<file path="config.mk">
export PLATFORM = sky130hd
export DESIGN_NAME = a3000_flash_spi_master_flat
export DESIGN_NICKNAME = d
export VERILOG_FILES = /design/src/rtl/a3000_spi_pkg.sv /design/src/rtl/a3000_flash_spi_master_if.sv /design/src/rtl/a3000_spi_shifter.sv /design/src/rtl/a3000_flash_spi_master.sv /design/src/flat_wrapper.sv
export SDC_FILE = /design/constraint.sdc
export NUM_CORES = 1
export LEC_CHECK = 0
export BUFFER_PORTS_ARGS = -buffer_cell sky130_fd_sc_hd__buf_2
export CAP_MARGIN = 20
export CORE_ASPECT_RATIO = 0.6
export CORE_MARGIN = 2
export CORE_UTILIZATION = 50
export DETAILED_ROUTE_END_ITERATION = 16
export PLACE_DENSITY = 0.84
export SLEW_MARGIN = 10
export SYNTH_ARGS = -nofsm -noshare
export SYNTH_HDL_FRONTEND = slang
export SYNTH_HIERARCHICAL = 1
export SYNTH_SLANG_ARGS = --single-unit
</file>
<file path="constraint.sdc">
create_clock -name clk -period 2.35 [get_ports clk]
set_clock_uncertainty 0.05 [all_clocks]
set_input_delay 0.47 -clock clk [delete_from_list [all_inputs] [get_ports clk]]
set_output_delay 0.47 -clock clk [all_outputs]
set_load 0.005 [all_outputs]
</file>
<file path="src/rtl/a3000_spi_pkg.sv">
// Shared types and frame construction for the A3000 flash-access SPI master.
package a3000_spi_pkg;

  typedef enum logic [1:0] {
    OP_WRITE   = 2'b00,
    OP_READ    = 2'b01,
    OP_LOCK    = 2'b10,
    OP_RELEASE = 2'b11
  } op_e;

  typedef enum logic [1:0] {
    ST_IDLE,
    ST_LOW,
    ST_HIGH,
    ST_GAP
  } state_e;

  localparam int unsigned FRAME_BITS = 64;

  localparam logic [FRAME_BITS-1:0] LOCK_FRAME    = 64'h7FFF_FFFF_FFFF_FFFF;
  localparam logic [FRAME_BITS-1:0] RELEASE_FRAME = 64'hFFFF_FFFF_FFFF_FFFF;

  function automatic logic [FRAME_BITS-1:0] build_frame(
    input op_e         op,
    input logic [21:0] addr,
    input logic [31:0] wdata
  );
    logic [FRAME_BITS-1:0] img;
    img = '0;
    case (op)
      OP_WRITE:   img = {1'b0, 1'b0, addr, wdata, 8'h00};
      OP_READ:    img = {1'b0, 1'b1, addr, 40'h0};
      OP_LOCK:    img = LOCK_FRAME;
      OP_RELEASE: img = RELEASE_FRAME;
      default:    img = '0;
    endcase
    return img;
  endfunction

endpackage

</file>
<file path="src/rtl/a3000_flash_spi_master_if.sv">
// Command/response handshake between the flash-programming controller and the SPI master.
interface a3000_flash_spi_master_if;

  logic        cmd_valid;
  logic        cmd_ready;
  logic [1:0]  cmd_op;
  logic [21:0] cmd_addr;
  logic [31:0] cmd_wdata;
  logic        rsp_valid;
  logic [31:0] rsp_rdata;

  // Requester side
  modport master (
    output cmd_valid, cmd_op, cmd_addr, cmd_wdata,
    input  cmd_ready, rsp_valid, rsp_rdata
  );

  // SPI master side
  modport slave (
    input  cmd_valid, cmd_op, cmd_addr, cmd_wdata,
    output cmd_ready, rsp_valid, rsp_rdata
  );

endinterface

</file>
<file path="src/rtl/a3000_spi_shifter.sv">
// 64-bit frame shift register and bit counter; done flags that the current shift ends the frame.
module a3000_spi_shifter
  import a3000_spi_pkg::*;
(
  input  logic                  clk,
  input  logic                  rst_n,
  input  logic                  load,
  input  logic [FRAME_BITS-1:0] frame,
  input  logic                  shift,
  input  logic                  miso,
  output logic [FRAME_BITS-1:0] sr,
  output logic                  done
);

  logic [6:0] bit_cnt;

  assign done = (bit_cnt == 7'd1);

  always_ff @(posedge clk or negedge rst_n) begin
    if (!rst_n) begin
      sr      <= '0;
      bit_cnt <= '0;
    end else if (load) begin
      sr      <= frame;
      bit_cnt <= 7'(FRAME_BITS);
    end else if (shift) begin
      sr      <= {sr[FRAME_BITS-2:0], miso};
      bit_cnt <= bit_cnt - 7'd1;
    end
  end

endmodule

</file>
<file path="src/rtl/a3000_flash_spi_master.sv">
// MCU-side SPI master for the A3000 CPLD flash port: one command -> one 64-bit mode-0 frame.
// Define A3000_SPI_RSP_ALL_EN to pulse rsp_valid after every frame instead of reads only.
module a3000_flash_spi_master
  import a3000_spi_pkg::*;
#(
  parameter int unsigned CLK_DIV    = 2,
  parameter int unsigned GAP_CYCLES = 4
) (
  input  logic                      clk,
  input  logic                      nRESET,
  a3000_flash_spi_master_if.slave   bus,
  output logic                      spi_sck,
  output logic                      spi_ss,
  output logic                      spi_mosi,
  input  logic                      spi_miso
);

  localparam logic [7:0] DIV_LAST = 8'(CLK_DIV - 1);
  localparam logic [7:0] GAP_LAST = 8'(GAP_CYCLES - 2);

  state_e                state;
  logic [7:0]            div_cnt;
  op_e                   op_q;
  logic [FRAME_BITS-1:0] frame_img;
  logic [FRAME_BITS-1:0] sr;
  logic                  accept;
  logic                  div_end;
  logic                  shift;
  logic                  done;
  logic                  rsp_en;

  assign accept  = (state == ST_IDLE) && bus.cmd_ready && bus.cmd_valid;
  assign div_end = (div_cnt == DIV_LAST);
  assign shift   = (state == ST_HIGH) && div_end;

  always_comb begin
    frame_img = '0;
    frame_img = build_frame(op_e'(bus.cmd_op), bus.cmd_addr, bus.cmd_wdata);
  end

  always_comb begin
    rsp_en = 1'b0;
`ifdef A3000_SPI_RSP_ALL_EN
    rsp_en = 1'b1;
`else
    rsp_en = (op_q == OP_READ);
`endif
  end

  a3000_spi_shifter u_shifter (
    .clk   (clk),
    .rst_n (nRESET),
    .load  (accept),
    .frame (frame_img),
    .shift (shift),
    .miso  (spi_miso),
    .sr    (sr),
    .done  (done)
  );

  always_ff @(posedge clk or negedge nRESET) begin
    if (!nRESET) begin
      state         <= ST_IDLE;
      div_cnt       <= '0;
      op_q          <= OP_WRITE;
      spi_sck       <= 1'b0;
      spi_ss        <= 1'b1;
      spi_mosi      <= 1'b0;
      bus.cmd_ready <= 1'b1;
      bus.rsp_valid <= 1'b0;
      bus.rsp_rdata <= '0;
    end else begin
      bus.rsp_valid <= 1'b0;
      case (state)
        ST_IDLE: begin
          if (accept) begin
            op_q          <= op_e'(bus.cmd_op);
            spi_ss        <= 1'b0;
            spi_sck       <= 1'b0;
            spi_mosi      <= frame_img[FRAME_BITS-1];
            div_cnt       <= '0;
            bus.cmd_ready <= 1'b0;
            state         <= ST_LOW;
          end
        end
        ST_LOW: begin
          if (div_end) begin
            spi_sck <= 1'b1;
            div_cnt <= '0;
            state   <= ST_HIGH;
          end else begin
            div_cnt <= div_cnt + 8'd1;
          end
        end
        ST_HIGH: begin
          if (div_end) begin
            spi_sck  <= 1'b0;
            spi_mosi <= sr[FRAME_BITS-2];
            div_cnt  <= '0;
            if (done) begin
              spi_ss <= 1'b1;
              if (rsp_en) begin
                bus.rsp_valid <= 1'b1;
                bus.rsp_rdata <= {sr[30:0], spi_miso};
              end
              // The IDLE cycle counts as the last SS-high cycle, so a held
              // cmd_valid yields exactly GAP_CYCLES of SS high between frames.
              if (GAP_CYCLES > 1) begin
                state <= ST_GAP;
              end else begin
                bus.cmd_ready <= 1'b1;
                state         <= ST_IDLE;
              end
            end else begin
              state <= ST_LOW;
            end
          end else begin
            div_cnt <= div_cnt + 8'd1;
          end
        end
        ST_GAP: begin
          if (div_cnt == GAP_LAST) begin
            div_cnt       <= '0;
            bus.cmd_ready <= 1'b1;
            state         <= ST_IDLE;
          end else begin
            div_cnt <= div_cnt + 8'd1;
          end
        end
        default: begin
          state <= ST_IDLE;
        end
      endcase
    end
  end

endmodule

</file>
<file path="src/flat_wrapper.sv">
// flat-port wrapper written by rule: the top's interface ports become plain ports
module a3000_flash_spi_master_flat import a3000_spi_pkg::*;
#(
  parameter int unsigned CLK_DIV    = 2,
  parameter int unsigned GAP_CYCLES = 4
)
  (clk, nRESET, spi_sck, spi_ss, spi_mosi, spi_miso, bus_cmd_valid, bus_cmd_op, bus_cmd_addr, bus_cmd_wdata, bus_cmd_ready, bus_rsp_valid, bus_rsp_rdata);
  a3000_flash_spi_master_if bus_i ();
  input  logic clk;
  input  logic nRESET;
  output logic spi_sck;
  output logic spi_ss;
  output logic spi_mosi;
  input  logic spi_miso;
  input wire logic [$bits(bus_i.cmd_valid)-1:0] bus_cmd_valid;
  input wire logic [$bits(bus_i.cmd_op)-1:0] bus_cmd_op;
  input wire logic [$bits(bus_i.cmd_addr)-1:0] bus_cmd_addr;
  input wire logic [$bits(bus_i.cmd_wdata)-1:0] bus_cmd_wdata;
  output wire logic [$bits(bus_i.cmd_ready)-1:0] bus_cmd_ready;
  output wire logic [$bits(bus_i.rsp_valid)-1:0] bus_rsp_valid;
  output wire logic [$bits(bus_i.rsp_rdata)-1:0] bus_rsp_rdata;
  assign bus_i.cmd_valid = bus_cmd_valid;
  assign bus_i.cmd_op = bus_cmd_op;
  assign bus_i.cmd_addr = bus_cmd_addr;
  assign bus_i.cmd_wdata = bus_cmd_wdata;
  assign bus_cmd_ready = bus_i.cmd_ready;
  assign bus_rsp_valid = bus_i.rsp_valid;
  assign bus_rsp_rdata = bus_i.rsp_rdata;
  a3000_flash_spi_master #(.CLK_DIV(CLK_DIV), .GAP_CYCLES(GAP_CYCLES)) u_core (.clk(clk), .nRESET(nRESET), .bus(bus_i), .spi_sck(spi_sck), .spi_ss(spi_ss), .spi_mosi(spi_mosi), .spi_miso(spi_miso));
endmodule
</file>
Word-level counts from Yosys, hierarchy flattened
Index checks and enable logic that the tools add are counted.
{ "totals": {"inputBits": 60, "wordCells": 76, "ff_bits": 119, "output_inout_bits": 37} }
{ "op_classes": {"muxes": 31, "eq_ne": 15, "n_addsub": 2, "reduce_logical": 17} }
{ "ops": {"columns": ["cell", "count"], "rows": [
  ["$pmux 64 s4", 1],
  ["$mux 63", 2],
  ["$mux 8", 3],
  ["$pmux 8 s3", 1],
  ["$reduce_and 4->1", 4],
  ["$mux 7", 2],
  ["$mux 1", 12],
  ["$mux 2", 5],
  ["$ne 2x1->1 const B", 5],
  ["$add 8x1->8 const B", 1],
  ["$eq 2x2->1 const B", 4],
  ["$eq 8x1->1 const B", 1],
  ["$eq 8x2->1 const B", 1],
  ["$pmux 2 s4", 1],
  ["$eq 7x1->1 const B", 1],
  ["$sub 7x1->7 const B", 1],
  ["$eq 2x1->1 const B", 3],
  ["$pmux 1 s2", 3],
  ["$reduce_and 3->1", 2],
  ["$reduce_bool 2->1", 3],
  ["$logic_not 2->1", 2],
  ["$logic_and 1x1->1", 3],
  ["$pmux 1 s3", 1],
  ["$reduce_bool 3->1", 1],
  ["other kinds (2)", 2]
]} }

Depth between registers and ports, before layout
{ "depth": {"ltp_word": 5, "mapped_depth": 9, "ltp_nobuf": 7} }

Cells and area by module
The synthesis kept the hierarchy.
{ "modules_own_cells": {"columns": ["mod", "cells_each", "seq_area_each_um2", "area_per_inst_um2", "instances"], "rows": [
  ["a3000_spi_shifter", 313, 1776.7, 3268.1, 1],
  ["a3000_flash_spi_master", 238, 1228.7, 2790.2, 1]
]} }

Worst setup path after synthesis
OpenSTA, ideal clock, no wires.
{ "synth_path": {"kind": "reg-to-reg", "from": "register u_core.u_shifter.bit_cnt[3]", "to": "register u_core.bus.rsp_rdata[11]", "synth_period_minus_slack_ns": 2.323, "t_required_ns": 2.175, "stages_incl_launch_ff": 8, "t_arrival_ns": 2.148, "slack_ns": 0.027, "cell_sequence": "dfrtp_1 > or4_4 > nor3b_1 > nand2_1 > nor3b_1 > nand2_4 > buf_6 > mux2_4"} }
{ "synth_via": {"elab_chain_len": 2} }
{ "synth_rtl": {"columns": ["item", "line", "rtl"], "rows": [
  ["start, declared", "a3000_spi_shifter.sv:15", "logic [6:0] bit_cnt;"],
  ["start signal, assigned", "a3000_spi_shifter.sv:25", "bit_cnt <= 7'(FRAME_BITS);"],
  ["start signal, assigned", "a3000_spi_shifter.sv:28", "bit_cnt <= bit_cnt - 7'd1;"],
  ["$eq 7x1->1", "a3000_spi_shifter.sv:17", "assign done = (bit_cnt == 7'd1);"],
  ["named net u_core.done", "a3000_flash_spi_master.sv:29", "logic done;"],
  ["$reduce_and 4->1 (no line)", null, null],
  ["end signal, assigned", "a3000_flash_spi_master.sv:104", "bus.rsp_rdata <= {sr[30:0], spi_miso};"],
  ["end, declared", "a3000_flash_spi_master_if.sv:21", "output cmd_ready, rsp_valid, rsp_rdata"]
]} }
The timed path passes the listed nets, and every way through them passes these cells.
A chain may end at the register's enable or synchronous reset.

Worst setup path in the final report
{ "layout_path": {"from": "register u_core.u_shifter.bit_cnt[4]", "to": "register u_core.bus.rsp_rdata[17]"} }
The elaborated chain is that of the path after synthesis.

==> impl_summary.md <==
Clock tree
In this run the clock root is driven by a sky130_fd_sc_hd__clkbuf_16. The clock transition at the register clock pins on the worst setup and hold paths after CTS is 0.05 ns. The number of clock buffers inserted by TritonCTS is 17. The clock passes through at most 2 buffers. The later pin in the worst-skew pair is clocked with a latency of around 0.41 ns. Counting every sink on the clock net gives 119. The depth of the CTS H-tree is 4. The CTS tree is yes.

Global routing
Entering global routing, the biggest net connects 83 pins. The sum of overflow across all layers after global routing is 0. The via count of the first global-routing pass was 4417. The wire length of the first global-routing pass is 22250 um. The number of antenna violations at the first check in global routing is 0. The total track usage is 22.20%.

Worst setup path
The slowest stage of the critical path belongs to the cell sky130_fd_sc_hd__or4_4. For the worst setup path, the data arrival time is approximately 2.5 ns. The kind of start point of the critical path is a register. The maximum fanout encountered on the critical timing path is 19. The worst setup path is captured at a register.

The critical path in this run is classified as reg -> reg. The cell depth of the worst flop-to-flop path is 8. Traced cell by cell, the critical path runs through or4_4 -> nor3b_4 -> nand2_2 -> nor3b_2 -> buf_4 -> nand2_4 -> buf_12 -> mux2_4. Data on the critical path is required at its endpoint by 2.59 ns. The delay of the slowest cell on the worst path is 0.57 ns.

Routing
The number of vias in the routed layout is 4455. In the routed design, unresolved DRC markers number 0. The wire length reported by the detailed router is 13710 um. Before antenna repair, the detailed router went through 5 iterations. Dividing the detail-routed wire length by the instance count gives approximately 17 um. For this block, the initial DRC count from the detailed router was around 290. The number of nets with antenna violations after detailed routing is 0. After detailed routing, the number of vias per cell comes to between 5 and 6.

STA
Measured against its own limit, the worst slew margin works out to between 60 and 70%. Setup repair after global routing could not meet its margin everywhere. The number of max-slew violations in the final report is 0. The final critical path time including I/O delays and setup is 2.245 ns. The maximum achievable frequency is 445.5 MHz. In the post-route analysis, the smallest setup slack over all paths is around 0.11 ns. The number of hold-slack violations in the final timing report is 0. At the pin with the least slew margin, the transition time is 0.4493 ns.

Setup violations remaining at the end of the flow were counted as 0. Final hold analysis gives a worst-case slack of 0.2711 ns. Dividing the final minimum period by the clock period gives a little over nine tenths.

Yosys
Synthesis produced 547 cells. The number of synthesis warnings is 6. After synthesis the cells add up to 0.006015 mm^2. A synthesized cell averages ~11 um^2. Synthesis produced a netlist with a net count of 616.

Layout
The share of post-route cells with drive strength above 1 is 34.34%. In the layout the commonest cells are 117 x sky130_fd_sc_hd__dfrtp_1, 95 x sky130_fd_sc_hd__buf_2, 68 x sky130_fd_sc_hd__nand2_1, 63 x sky130_fd_sc_hd__mux2i_1, 51 x sky130_fd_sc_hd__o21ai_0. The final net count is 721.

Compared with the post-synthesis result, the final layout area differs by 24.49%. The post-route core utilization is around 65%. The cell area after layout is 0.007487 mm^2. The number of diodes is 0. Leaving out fill and tap cells, the most frequent cell in the layout is sky130_fd_sc_hd__dfrtp_1.

Placed design
At the end of routability-driven placement, the weighted congestion stood at 0.8542. The count of buffers added on input and output ports is 96. The post-placement worst setup slack is -0.03589 ns.

The cell area reported after detailed placement is 0.006825 mm^2. The post-DP HPWL is 9116 um.

Worst hold path
The type of the worst min-delay path is in -> reg. The cell count of the worst hold path is 2.

Floorplanning
The total die area is 0.01295 mm^2. The width of the die is 145.6 um. The initialized floorplan defines 30 standard-cell rows. In this run the standard cell core region covers ~0.012 mm^2. Pin placement for this block handled 97 I/O pins.

The initial core utilization is 52.19%. Measured along the y axis, the die boundary spans roughly 90 um.

Power and ir drop
The power density over the cells is 1092 mW/mm^2. Summed over all cells, the static leakage comes to 3.560 nW. The fraction of power spent switching nets is 32.45%. The worst supply voltage drop on vdd is 0.0006025 V. Of the total power, registers draw 40.0%. In this run, the clock network consumes 31.5% of the power. The combinational cell fraction of total power is 28.5%. The switching power is 2.654 mW.

The internal power of the cells totals 5.525 mW.

Flow run
The tool flagged a number of max-cap violations equal to 0.

Run status
The flow ran to the end, and the final reports show no timing, DRC or antenna violations.
[repair_timing]
action	4_1_cts	5_1_grt
gates cloned	1	0
pin swaps	0	1
hold buffers	1	0
buffers inserted	0	0
resized for setup	2	4
endpoints found under the hold margin	16	0
setup endpoints to repair	37	33
[metal layers]
| metal | track usage (%) | vias up | wire, um |
|---|---|---|---|
| met3 | 5.153 | 25 | 602 |
| met4 | 9.358 | 0 | 277 |
| met2 | 36.41 | 133 | 6497 |
| met1 | 29.19 | 2164 | 6332 |
| li1 | - | 2133 | - |
| met5 | 0 | - | 0 |
[power by group through the flow]
stage / clock network, mW / registers [mW] / logic (mW)
2_1_floorplan: 0 / 3.14 / 1.61
3_3_place_gp: 0 / 3.23 / 2.09
3_5_place_dp: 0 / 3.28 / 2.23
4_1_cts: 2.62 / 3.27 / 2.30
5_1_grt: 2.72 / 3.35 / 2.60
6_report: 2.58 / 3.28 / 2.33
[worst paths after layout]
| check | startpoint | to | slack, ns |
|---|---|---|---|
| setup / recovery | u_core/u_shifter/bit_cnt[4]$_DFFE_PN0P_ | u_core/bus.rsp_rdata[17]$_DFFE_PN0P_ | 0.11 |
| setup reg to reg | u_core/u_shifter/bit_cnt[4]$_DFFE_PN0P_ | u_core/bus.rsp_rdata[17]$_DFFE_PN0P_ | 0.11 |
| min in group asynchronous | nRESET | u_core/u_shifter/bit_cnt[1]$_DFFE_PN0P_ | 0.43 |
| hold reg to reg | u_core/op_q[0]$_DFFE_PN0P_ | u_core/op_q[0]$_DFFE_PN0P_ | 0.45 |
| hold / removal | spi_miso | u_core/bus.rsp_rdata[0]$_DFFE_PN0P_ | 0.27 |
| max in group asynchronous | nRESET | u_core/bus.rsp_rdata[6]$_DFFE_PN0P_ | 1.06 |
[critical path, delay by kind of cell, from the launching register on]
kind	cells	cell delay (ns)
buffers and inverters	2	0.32
flip-flops	1	0.37
multiplexers	1	0.30
AND/OR/NAND/NOR	5	1.09
[per-stage QoR]
step / total power, mW / cells / setup TNS [ns]
after floorplan: 4.759 / 547 / 0
after global placement: 5.324 / 791 / 0
after detailed placement: 5.515 / 791 / -0.6495
after CTS: 8.192 / 824 / 0
after global routing: 8.677 / 824 / -0.0003599
final: 8.179 / 824 / 0
[flip-flops by register name, summed over array words and instances, names as in the netlist, 2 cells and up]
signal                    cells
u_core/bus.rsp_rdata         32
u_core/div_cnt                8
u_core/op_q                   2
u_core/state                  2
u_core/u_shifter/bit_cnt      7
u_core/u_shifter/sr          63
[area by class of cell]
type / instances / area [um^2]
Fill cell: 850 / 4036
Sequential cell: 119 / 2980
Clock inverter: 7 / 92.59
Tap cell: 160 / 200.2
Clock buffer: 24 / 501.7
Timing Repair Buffer: 125 / 840.8
Inverter: 11 / 42.54
Multi-Input combinational cell: 378 / 2829
No activity file was read; power rests on OpenSTA's default activity.
